File: src/rtl/score_pkg.sv
// Shared types and sizing for the score display scheduler.
// Converter helpers live here so the BCD engine stays small.
package score_pkg;

    localparam int SCORE_W_DEF    = 20;
    localparam int DIGITS_DEF     = 6;
    localparam int BCD_INT_DIGITS = 7;

    typedef logic [3:0] bcd_t;

    typedef enum logic [1:0] {
        IDLE,
        ARB,
        CONV,
        HOLD
    } sched_state_e;

    function automatic bcd_t add3(input bcd_t d);
        return (d >= 4'd5) ? d + 4'd3 : d;
    endfunction

endpackage

File: src/rtl/bin2bcd_seq.sv
// Sequential double-dabble: one shift per cycle, done pulses with bcd final.
// The first shift happens on the start edge (nothing to adjust yet).
module bin2bcd_seq
    import score_pkg::*;
#(
    parameter int SCORE_W = SCORE_W_DEF
) (
    input  logic                          clk,
    input  logic                          reset,
    input  logic                          start,
    input  logic [SCORE_W-1:0]            bin,
    output logic                          done,
    output logic [BCD_INT_DIGITS*4-1:0]   bcd
);

    localparam int BW = BCD_INT_DIGITS * 4;
    localparam int CW = $clog2(SCORE_W + 1);
    localparam logic [CW-1:0] LAST = CW'(SCORE_W - 1);

    logic [SCORE_W-1:0] shreg;
    logic [CW-1:0]      cnt;
    logic               running;
    logic [BW-1:0]      adj;

    always_comb begin
        adj = '0;
        for (int i = 0; i < BCD_INT_DIGITS; i++) begin
            adj[i*4 +: 4] = add3(bcd[i*4 +: 4]);
        end
    end

    always_ff @(posedge clk or negedge reset) begin
        if (!reset) begin
            shreg   <= '0;
            cnt     <= '0;
            running <= 1'b0;
            done    <= 1'b0;
            bcd     <= '0;
        end else begin
            done <= 1'b0;
            if (start) begin
                bcd     <= {{(BW-1){1'b0}}, bin[SCORE_W-1]};
                shreg   <= bin << 1;
                cnt     <= CW'(1);
                running <= 1'b1;
            end else if (running) begin
                {bcd, shreg} <= {adj, shreg} << 1;
                if (cnt == LAST) begin
                    running <= 1'b0;
                    done    <= 1'b1;
                end else begin
                    cnt <= cnt + CW'(1);
                end
            end
        end
    end

endmodule

File: src/rtl/score_display_sched.sv
// Round-robin score readout scheduler: arbitrate, convert to BCD, dwell.
// Display registers (digits/overflow/sel) only move on the commit edge.
module score_display_sched
    import score_pkg::*;
#(
    parameter int NUM_REQ     = 4,
    parameter int SCORE_W     = SCORE_W_DEF,
    parameter int DIGITS      = DIGITS_DEF,
    parameter int HOLD_CYCLES = 50000000,
    localparam int SW = (NUM_REQ > 1) ? $clog2(NUM_REQ) : 1
) (
    input  logic                       clk,
    input  logic                       reset,
    input  logic [NUM_REQ-1:0]         req,
    input  logic [NUM_REQ*SCORE_W-1:0] value,
    output logic [NUM_REQ-1:0]         grant,
    output logic [SW-1:0]              sel,
    output logic [DIGITS*4-1:0]        digits,
    output logic                       digits_valid,
    output logic                       overflow,
    output logic                       busy
);

    localparam int HW = (HOLD_CYCLES > 1) ? $clog2(HOLD_CYCLES) : 1;
    localparam logic [HW-1:0] HOLD_LAST = HW'(HOLD_CYCLES - 1);
    localparam int BW = BCD_INT_DIGITS * 4;

    sched_state_e state, state_nx;

    logic [SW-1:0]       ptr;
    logic [SW-1:0]       pick;
    logic                found;
    logic                start;
    logic                conv_done;
    logic [SCORE_W-1:0]  bin;
    logic [BW-1:0]       bcd;
    logic [HW-1:0]       hold_cnt;
    logic                hold_last;
    logic [DIGITS*4-1:0] sat_digits;
    logic                sat;
    int                  idx;

    // search starts just after the last granted source and wraps
    always_comb begin
        pick  = '0;
        found = 1'b0;
        idx   = 0;
        for (int k = 1; k <= NUM_REQ; k++) begin
            idx = int'(ptr) + k;
            if (idx >= NUM_REQ) begin
                idx = idx - NUM_REQ;
            end
            if (!found && req[idx]) begin
                found = 1'b1;
                pick  = SW'(idx);
            end
        end
    end

    assign start     = (state == ARB) && found;
    assign bin       = value[int'(pick)*SCORE_W +: SCORE_W];
    assign hold_last = (hold_cnt == HOLD_LAST);
    assign busy      = (state != IDLE);

    always_comb begin
        grant = '0;
        if (start) begin
            grant[pick] = 1'b1;
        end
    end

    bin2bcd_seq #(
        .SCORE_W (SCORE_W)
    ) u_conv (
        .clk   (clk),
        .reset (reset),
        .start (start),
        .bin   (bin),
        .done  (conv_done),
        .bcd   (bcd)
    );

    // any nonzero digit above the display width saturates to all nines
    always_comb begin
        sat        = 1'b0;
        sat_digits = '0;
        for (int i = DIGITS; i < BCD_INT_DIGITS; i++) begin
            sat = sat | (|bcd[i*4 +: 4]);
        end
        for (int i = 0; i < DIGITS; i++) begin
            sat_digits[i*4 +: 4] = sat ? 4'd9 : bcd[i*4 +: 4];
        end
    end

    always_comb begin
        state_nx = state;
        unique case (state)
            IDLE: if (|req) state_nx = ARB;
            ARB:  state_nx = found ? CONV : IDLE;
            CONV: if (conv_done) state_nx = HOLD;
            HOLD: if (hold_last) state_nx = (|req) ? ARB : IDLE;
            default: state_nx = IDLE;
        endcase
    end

    always_ff @(posedge clk or negedge reset) begin
        if (!reset) begin
            state        <= IDLE;
            ptr          <= '0;
            sel          <= '0;
            digits       <= '0;
            overflow     <= 1'b0;
            digits_valid <= 1'b0;
            hold_cnt     <= '0;
        end else begin
            state <= state_nx;
            if (start) begin
                ptr <= pick;
            end
            if (state == CONV && conv_done) begin
                digits       <= sat_digits;
                overflow     <= sat;
                digits_valid <= 1'b1;
                sel          <= ptr;
                hold_cnt     <= '0;
            end else if (state == HOLD && !hold_last) begin
                hold_cnt <= hold_cnt + HW'(1);
            end
        end
    end

endmodule

File: config.mk
export PLATFORM = sky130hd
export DESIGN_NAME = score_display_sched
export DESIGN_NICKNAME = d
export VERILOG_FILES = /design/src/rtl/score_pkg.sv /design/src/rtl/bin2bcd_seq.sv /design/src/rtl/score_display_sched.sv
export SDC_FILE = /design/constraint.sdc
export NUM_CORES = 1
export LEC_CHECK = 0
export CAP_MARGIN = 20
export CORE_AREA = 2 2 143 145
export DETAILED_ROUTE_END_ITERATION = 8
export DIE_AREA = 0 0 145 147
export SLEW_MARGIN = 10
export SYNTH_ARGS = -nofsm -noshare
export SYNTH_HDL_FRONTEND = slang
export SYNTH_SLANG_ARGS = --single-unit
File: constraint.sdc
create_clock -name clk -period 6 [get_ports clk]
set_clock_uncertainty 0.15 [all_clocks]
set_input_delay 1.8 -clock clk [delete_from_list [all_inputs] [get_ports clk]]
set_output_delay 1.8 -clock clk [all_outputs]
set_load 0.02 [all_outputs]
==> impl_metrics.json, run 1 <==
{
  "outcome": "finished clean",
  "syn_area_um2": 6450,
  "syn-num-nets": 805,
  "fin_nets": 905,
  "cts-hold-fix-buffers": 0,
  "muxShareOfSynthArea_pct": 6.69,
  "dr.first_iter.drc_count": 351,
  "p_comb_share_pct": 44.7,
  "final-setup-viol-count": 0,
  "grt_use_met1_pct": 21.6,
  "p_int_w": 0.00201,
  "synthAdderAreaFrac_pct": 3.30,
  "whs_ns": 0.315,
  "instances_no_fill": 1077,
  "num_vias": 5697,
  "boundaryPins": 119,
  "wl_mm": 17.3,
  "start_kind": "primary input",
  "async_reset_ff_share_pct": 100,
  "switching_share_pct": 40.1,
  "hpwl_mm": 11.9,
  "antenna_found_initial": 0,
  "fill_cells": 1957,
  "cts_buffers": 9,
  "clock_latency_ns": 0.36,
  "setup_tns_ns": 0,
  "rsz0062_at_grt": "false",
  "synth_top_cell_area_share_pct": 43.4,
  "row_count": 52,
  "place_inst": 1059,
  "seq_area_um2": 2800,
  "critPathKind": "primary input to output port",
  "clkPwrFrac_pct": 18.1,
  "cts_sinks": 112,
  "synth_xor_area_share_pct": 1.76,
  "seq_area_frac_synth_pct": 43.4,
  "power_density_nw_per_um2": 408,
  "grt_use_met2_pct": 27.7,
  "h-tree-depth": 3,
  "area_growth_pct": 27.7,
  "finalCriticalPeriod_ns": 5.86,
  "avgSynthCellArea_um2": 9.19,
  "grt_pass1_vias": 5614,
  "synth_compound_area_share_pct": 21.3,
  "synth_edf_count": 0,
  "clockBufferDepth": 2,
  "grt_pass1_wl_mm": 28.7,
  "cp_data_arrival_time_ns": 3.91,
  "fin_crit_sh_pct": 97.6,
  "place.gp.congestion": 0.809,
  "drt_pass1_iterations": 5,
  "ant_nets": 0,
  "synth_top_cell_by_area": "dfrtp_1",
  "final_common_cell": "clkdlybuf4s50_1",
  "mostFrequentLayoutCells": "clkdlybuf4s50_1, dfrtp_1, a21oi_1, nand2_1, o21ai_0",
  "critPathMaxFanout": 6,
  "initial_utilization_pct": 32.5,
  "met3_usage_pct": 2.58,
  "rr_worst_depth": 6,
  "path_clk_slew_ns": 0.08,
  "worstPathRequired_ns": 4.05,
  "leakagePower_nw": 3.57,
  "synthDistinctLibCells": 56,
  "cts_tree": "done",
  "die-height_um": 147,
  "grt_max_degree": 61,
  "synth_ff_type": "dfrtp_1",
  "core_um2": 19800,
  "finalCoreUtilization_pct": 41.5,
  "holdPathStages": 1,
  "finalHoldViolCount": 0,
  "syn_inst": 702,
  "maxSlewViolCount": 0,
  "hold_class": "register to register",
  "multi_input_area_um2": 3350,
  "worstMarginPinSlew_ns": 0.888,
  "crit_path_end_kind": "output port",
  "yosys_warnings": 0,
  "synth_top_family_by_area": "compound AO/OA/AOI/OAI gates",
  "via_per_inst": 5.29,
  "vdd_drop_max_v": 0.000148,
  "slew-limit-headroom_pct": 40.6,
  "synth-simple-area-share_pct": 18.6,
  "grt_usage_pct": 16.4,
  "wl_per_cell_um": 16.0,
  "ys_ff_latch": 112,
  "sequentialPowerShare_pct": 37.2,
  "diodes": 0,
  "drc_errors": 0,
  "maxCapViolCount": 0,
  "power.switching_w": 0.00135,
  "fmax_mhz": 171,
  "grt_overflow": 0,
  "drive_gt1_share_pct": 6.44,
  "synth_area_leaders": "dfrtp_1, mux2i_1, a21oi_1",
  "grt.busiest_layer": "met2",
  "io_buffers": 118,
  "die_area_um2": 21300,
  "clock-root-buffer": "clkbuf_16",
  "die_w_um": 145
}
metrics by stage:
stage	setup slack, ns	total power [W]	instance area [µm²]
after floorplan	0.737	0.00229	6450
after global placement	0.0484	0.00274	7920
after detailed placement	0.137	0.00277	7920
after CTS	0.108	0.00338	8210
after global routing	0.0566	0.00363	8240
final	0.144	0.00336	8240
layout make-up:
| type | instances | area share (%) |
|---|---|---|
| flip-flops and latches | 112 | 34.0 |
| repair buffers | 141 | 16.6 |
| well taps | 270 | 4.10 |
| clock buffers | 10 | 2.90 |
| multi-input cells | 514 | 40.7 |
| inverters | 24 | 1.09 |
| clock inverters | 6 | 0.623 |
layer usage:
metal / up-vias / wire length [µm]
met5: - / 0
met4: 0 / 293
met3: 19 / 768
met2: 128 / 8150
met1: 2746 / 8050
li1: 2804 / -
flip-flops by register name, indices dropped and copies added (netlist names), named ones only:
register,cells
digits,24
digits_valid,1
hold_cnt,26
overflow,1
ptr,2
sel,2
state,1
u_conv.bcd,28
u_conv.cnt,5
u_conv.done,1
u_conv.running,1
u_conv.shreg,19
power groups by stage:
stage | logic (W) | clock network, W | registers (W)
floorplan | 0.00103 | 0 | 0.00126
global placement | 0.00148 | 0 | 0.00126
detailed placement | 0.00151 | 0 | 0.00126
CTS | 0.00151 | 0.000621 | 0.00125
global route | 0.00169 | 0.000651 | 0.00129
finish | 0.00150 | 0.000608 | 0.00125
worst paths after layout:
kind / end / start / slack [ns]
worst max register to register: hold_cnt[12]$_DFFE_PN0P_ / hold_cnt[0]$_DFFE_PN0P_ / 3.56
worst min-delay path: digits_valid$_DFFE_PN0P_ / digits_valid$_DFFE_PN0P_ / 0.31
min in group asynchronous: digits[20]$_DFFE_PN0P_ / reset / 1.18
worst min register to register: digits_valid$_DFFE_PN0P_ / digits_valid$_DFFE_PN0P_ / 0.31
worst max-delay path: grant[0] / req[3] / 0.14
max in group asynchronous: u_conv.running$_DFF_PN0_ / reset / 3.49
Yosys cell counts, drive strengths merged, types with 4 or more instances:
library cell and count:
ha 17, a221oi 10, buf 13, o211ai 5, nand4 24, a2bb2oi 9
nand3 27, nor2 46, o21a 4, inv 24, nor3 22, xor2 5
nor2b 4, a22oi 10, a21oi 57, a22o 6, a221o 9, o31ai 15
clkbuf 39, o22a 6, nand2 54, dfrtp 112, xnor2 8, and3 9
nor3b 5, a211oi 7, o21ai 51, nand2b 9, mux2i 42, nor4 6
or3 17, o31a 11
repair_timing:
item / in CTS / in global routing
setup buffers: 0 / 1
gates resized for setup: 0 / 2
setup endpoints to repair: 0 / 2
hold endpoints to repair: 0 / 0
cells by family (layout without fill, tap and decap cells):
logic type | Yosys count | count (layout)
flops | 112 | 112
xor+xnor | 13 | 13
buf+inv | 76 | 181
compound gates | 209 | 209
simple gates | 232 | 232
fa+ha+maj | 17 | 17
mux | 43 | 43
critical path: stages:
cell	delay [ns]
clkdlybuf4s50_1	0.52
buf_4	0.21
mux2i_1	0.17
o221ai_2	0.18
nor3_1	0.33
clkdlybuf4s50_1	0.69
Note: power is estimated with default switching activity, not from simulation.
==> run 2, diff against run 1 <==
CORE_AREA = 2 2 151 138   (was 2 2 143 145)
DIE_AREA = 0 0 153 140   (was 0 0 145 147)
==> run 2 against run 1 <==
Utilization is 0.14 points higher; die area up 0.49%; routed wire length shrank 0.22%; register-to-register slack is essentially flat; first-iteration DRC count decreased by 11%; cell count shrank 1.3%; final area rose by 0.12%; flip-flop and latch count is the same; sequential share of layout area barely moved; worst setup slack worse by 0.0039 ns; non-clock buffer count rose by 1; combinational power barely moved; critical endpoint is now grant[1].
==> impl_metrics.json, run 2 (synthesis results as in run 1) <==
{
  "crit_start": "req[1]",
  "worstMarginPinSlew_ns": 0.965,
  "maxSlewViolCount": 0,
  "place.gp.congestion": 0.794,
  "power_w": 0.00339,
  "hpwl_mm": 12.0,
  "crit_path_end_kind": "output port",
  "cts_tree": "done",
  "cts-hold-fix-buffers": 0,
  "clock_latency_ns": 0.36,
  "final_common_cell": "clkdlybuf4s50_1",
  "rsz0062_at_grt": "false",
  "area_growth_pct": 27.8,
  "critPathMaxFanout": 6,
  "drive_gt1_share_pct": 6.56,
  "drc_errors": 0,
  "initial_utilization_pct": 32.6,
  "holdPathStages": 1,
  "boundaryPins": 119,
  "grt_use_met2_pct": 26.7,
  "cp_data_arrival_time_ns": 3.91,
  "maxCapViolCount": 0,
  "met3_usage_pct": 3.93,
  "die_w_um": 153,
  "path_clk_slew_ns": 0.07,
  "vdd_drop_max_v": 0.000188,
  "grt_use_met1_pct": 22.0,
  "cts_sinks": 112,
  "placed_cell_area_um2": 7910,
  "core_um2": 19800,
  "timing.rr.start": "hold_cnt[0]$_DFFE_PN0P_",
  "setup_tns_ns": 0,
  "grt_usage_pct": 16.4,
  "clock-root-buffer": "clkbuf_16",
  "grt_max_degree": 61,
  "reg.largest.list": "u_conv.bcd (28), hold_cnt (26), digits (24)",
  "reg2reg_slack_ns": 3.55,
  "wl_per_cell_um": 16.2,
  "outcome": "finished clean",
  "final-setup-viol-count": 0,
  "critPathKind": "primary input to output port",
  "largest_register_ff_count": 28,
  "fin_nets": 906,
  "grt_pass1_wl_mm": 28.7,
  "die-height_um": 140,
  "cts_buffers": 9,
  "min_from": "hold_cnt[25]$_DFFE_PN0P_",
  "grt_pass1_vias": 5637,
  "ant_nets": 0,
  "via_per_inst": 5.34,
  "fin_crit_sh_pct": 97.7,
  "clockBufferDepth": 2,
  "antenna_found_initial": 0,
  "power_density_nw_per_um2": 411,
  "io_buffers": 118,
  "die_area_um2": 21400,
  "start_kind": "primary input",
  "finalHoldViolCount": 0,
  "h-tree-depth": 3,
  "slew-limit-headroom_pct": 35.5,
  "mostFrequentLayoutCells": "clkdlybuf4s50_1, dfrtp_1, a21oi_1, nand2_1, o21ai_0",
  "reg2reg_to": "hold_cnt[4]$_DFFE_PN0P_",
  "regMostFlops": "u_conv.bcd",
  "dr.first_iter.drc_count": 313,
  "fmax_mhz": 171,
  "min_to": "hold_cnt[25]$_DFFE_PN0P_",
  "wl_mm": 17.2,
  "finalCriticalPeriod_ns": 5.86,
  "leakagePower_nw": 3.61,
  "grt.busiest_layer": "met2",
  "drt_pass1_iterations": 4,
  "worstPathRequired_ns": 4.05,
  "final_area_um2": 8250,
  "num_vias": 5674,
  "diodes": 0,
  "finalCoreUtilization_pct": 41.6,
  "rr_worst_depth": 7,
  "row_count": 49,
  "hold_class": "register to register",
  "grt_overflow": 0
}
## run 2: worst max-delay path by stage
stage | end | slack (ns)
floorplan | grant[0] | 0.74
global placement | grant[0] | 0.03
detailed placement | grant[0] | 0.01
CTS | grant[3] | 0.06
global route | grant[1] | 0.03
finish | grant[1] | 0.14
## run 2: per-stage QoR
stage	setup WS (ns)	instances	hold slack, ns
floorplan	0.737	702	0.290
global placement	0.0341	1045	0.313
detailed placement	0.00973	1045	0.312
CTS	0.0565	1061	0.326
global route	0.0287	1063	0.343
finish	0.140	1063	0.320
## run 2: where the power goes
group          internal [W]  switching (W)  leakage, nW
Clock              0.000336       0.000289        0.137
Combinational      0.000704       0.000807         2.03
Sequential          0.00101       0.000240         1.44
Total               0.00205        0.00134         3.61
## run 2: critical path, cell delays in order
cell	delay (ns)
clkdlybuf4s50_1	0.52
buf_4	0.16
or3b_2	0.46
nand3_1	0.16
and3_1	0.19
clkdlybuf4s50_1	0.61
## run 2: area by class of cell
cell class	count	area, µm²
fillers	1997	11600
multi-input cells	514	3350
flip-flops and latches	112	2800
repair buffers	142	1380
well taps	255	319
clock buffers	10	239
inverters	24	90.1
clock inverters	6	68.8
## run 2: what timing repair did
action	CTS	global route
pin swaps	0	1
buffers inserted	0	1
endpoints found under the setup margin	1	3
cloned	0	0
gates resized for setup	1	4
## run 2: routing by layer
| metal | up-vias | share of wire (%) |
|---|---|---|
| li1 | 2797 | - |
| met1 | 2722 | 48 |
| met2 | 137 | 46 |
| met3 | 18 | 5.1 |
| met4 | 0 | 1.5 |
| met5 | - | 0 |
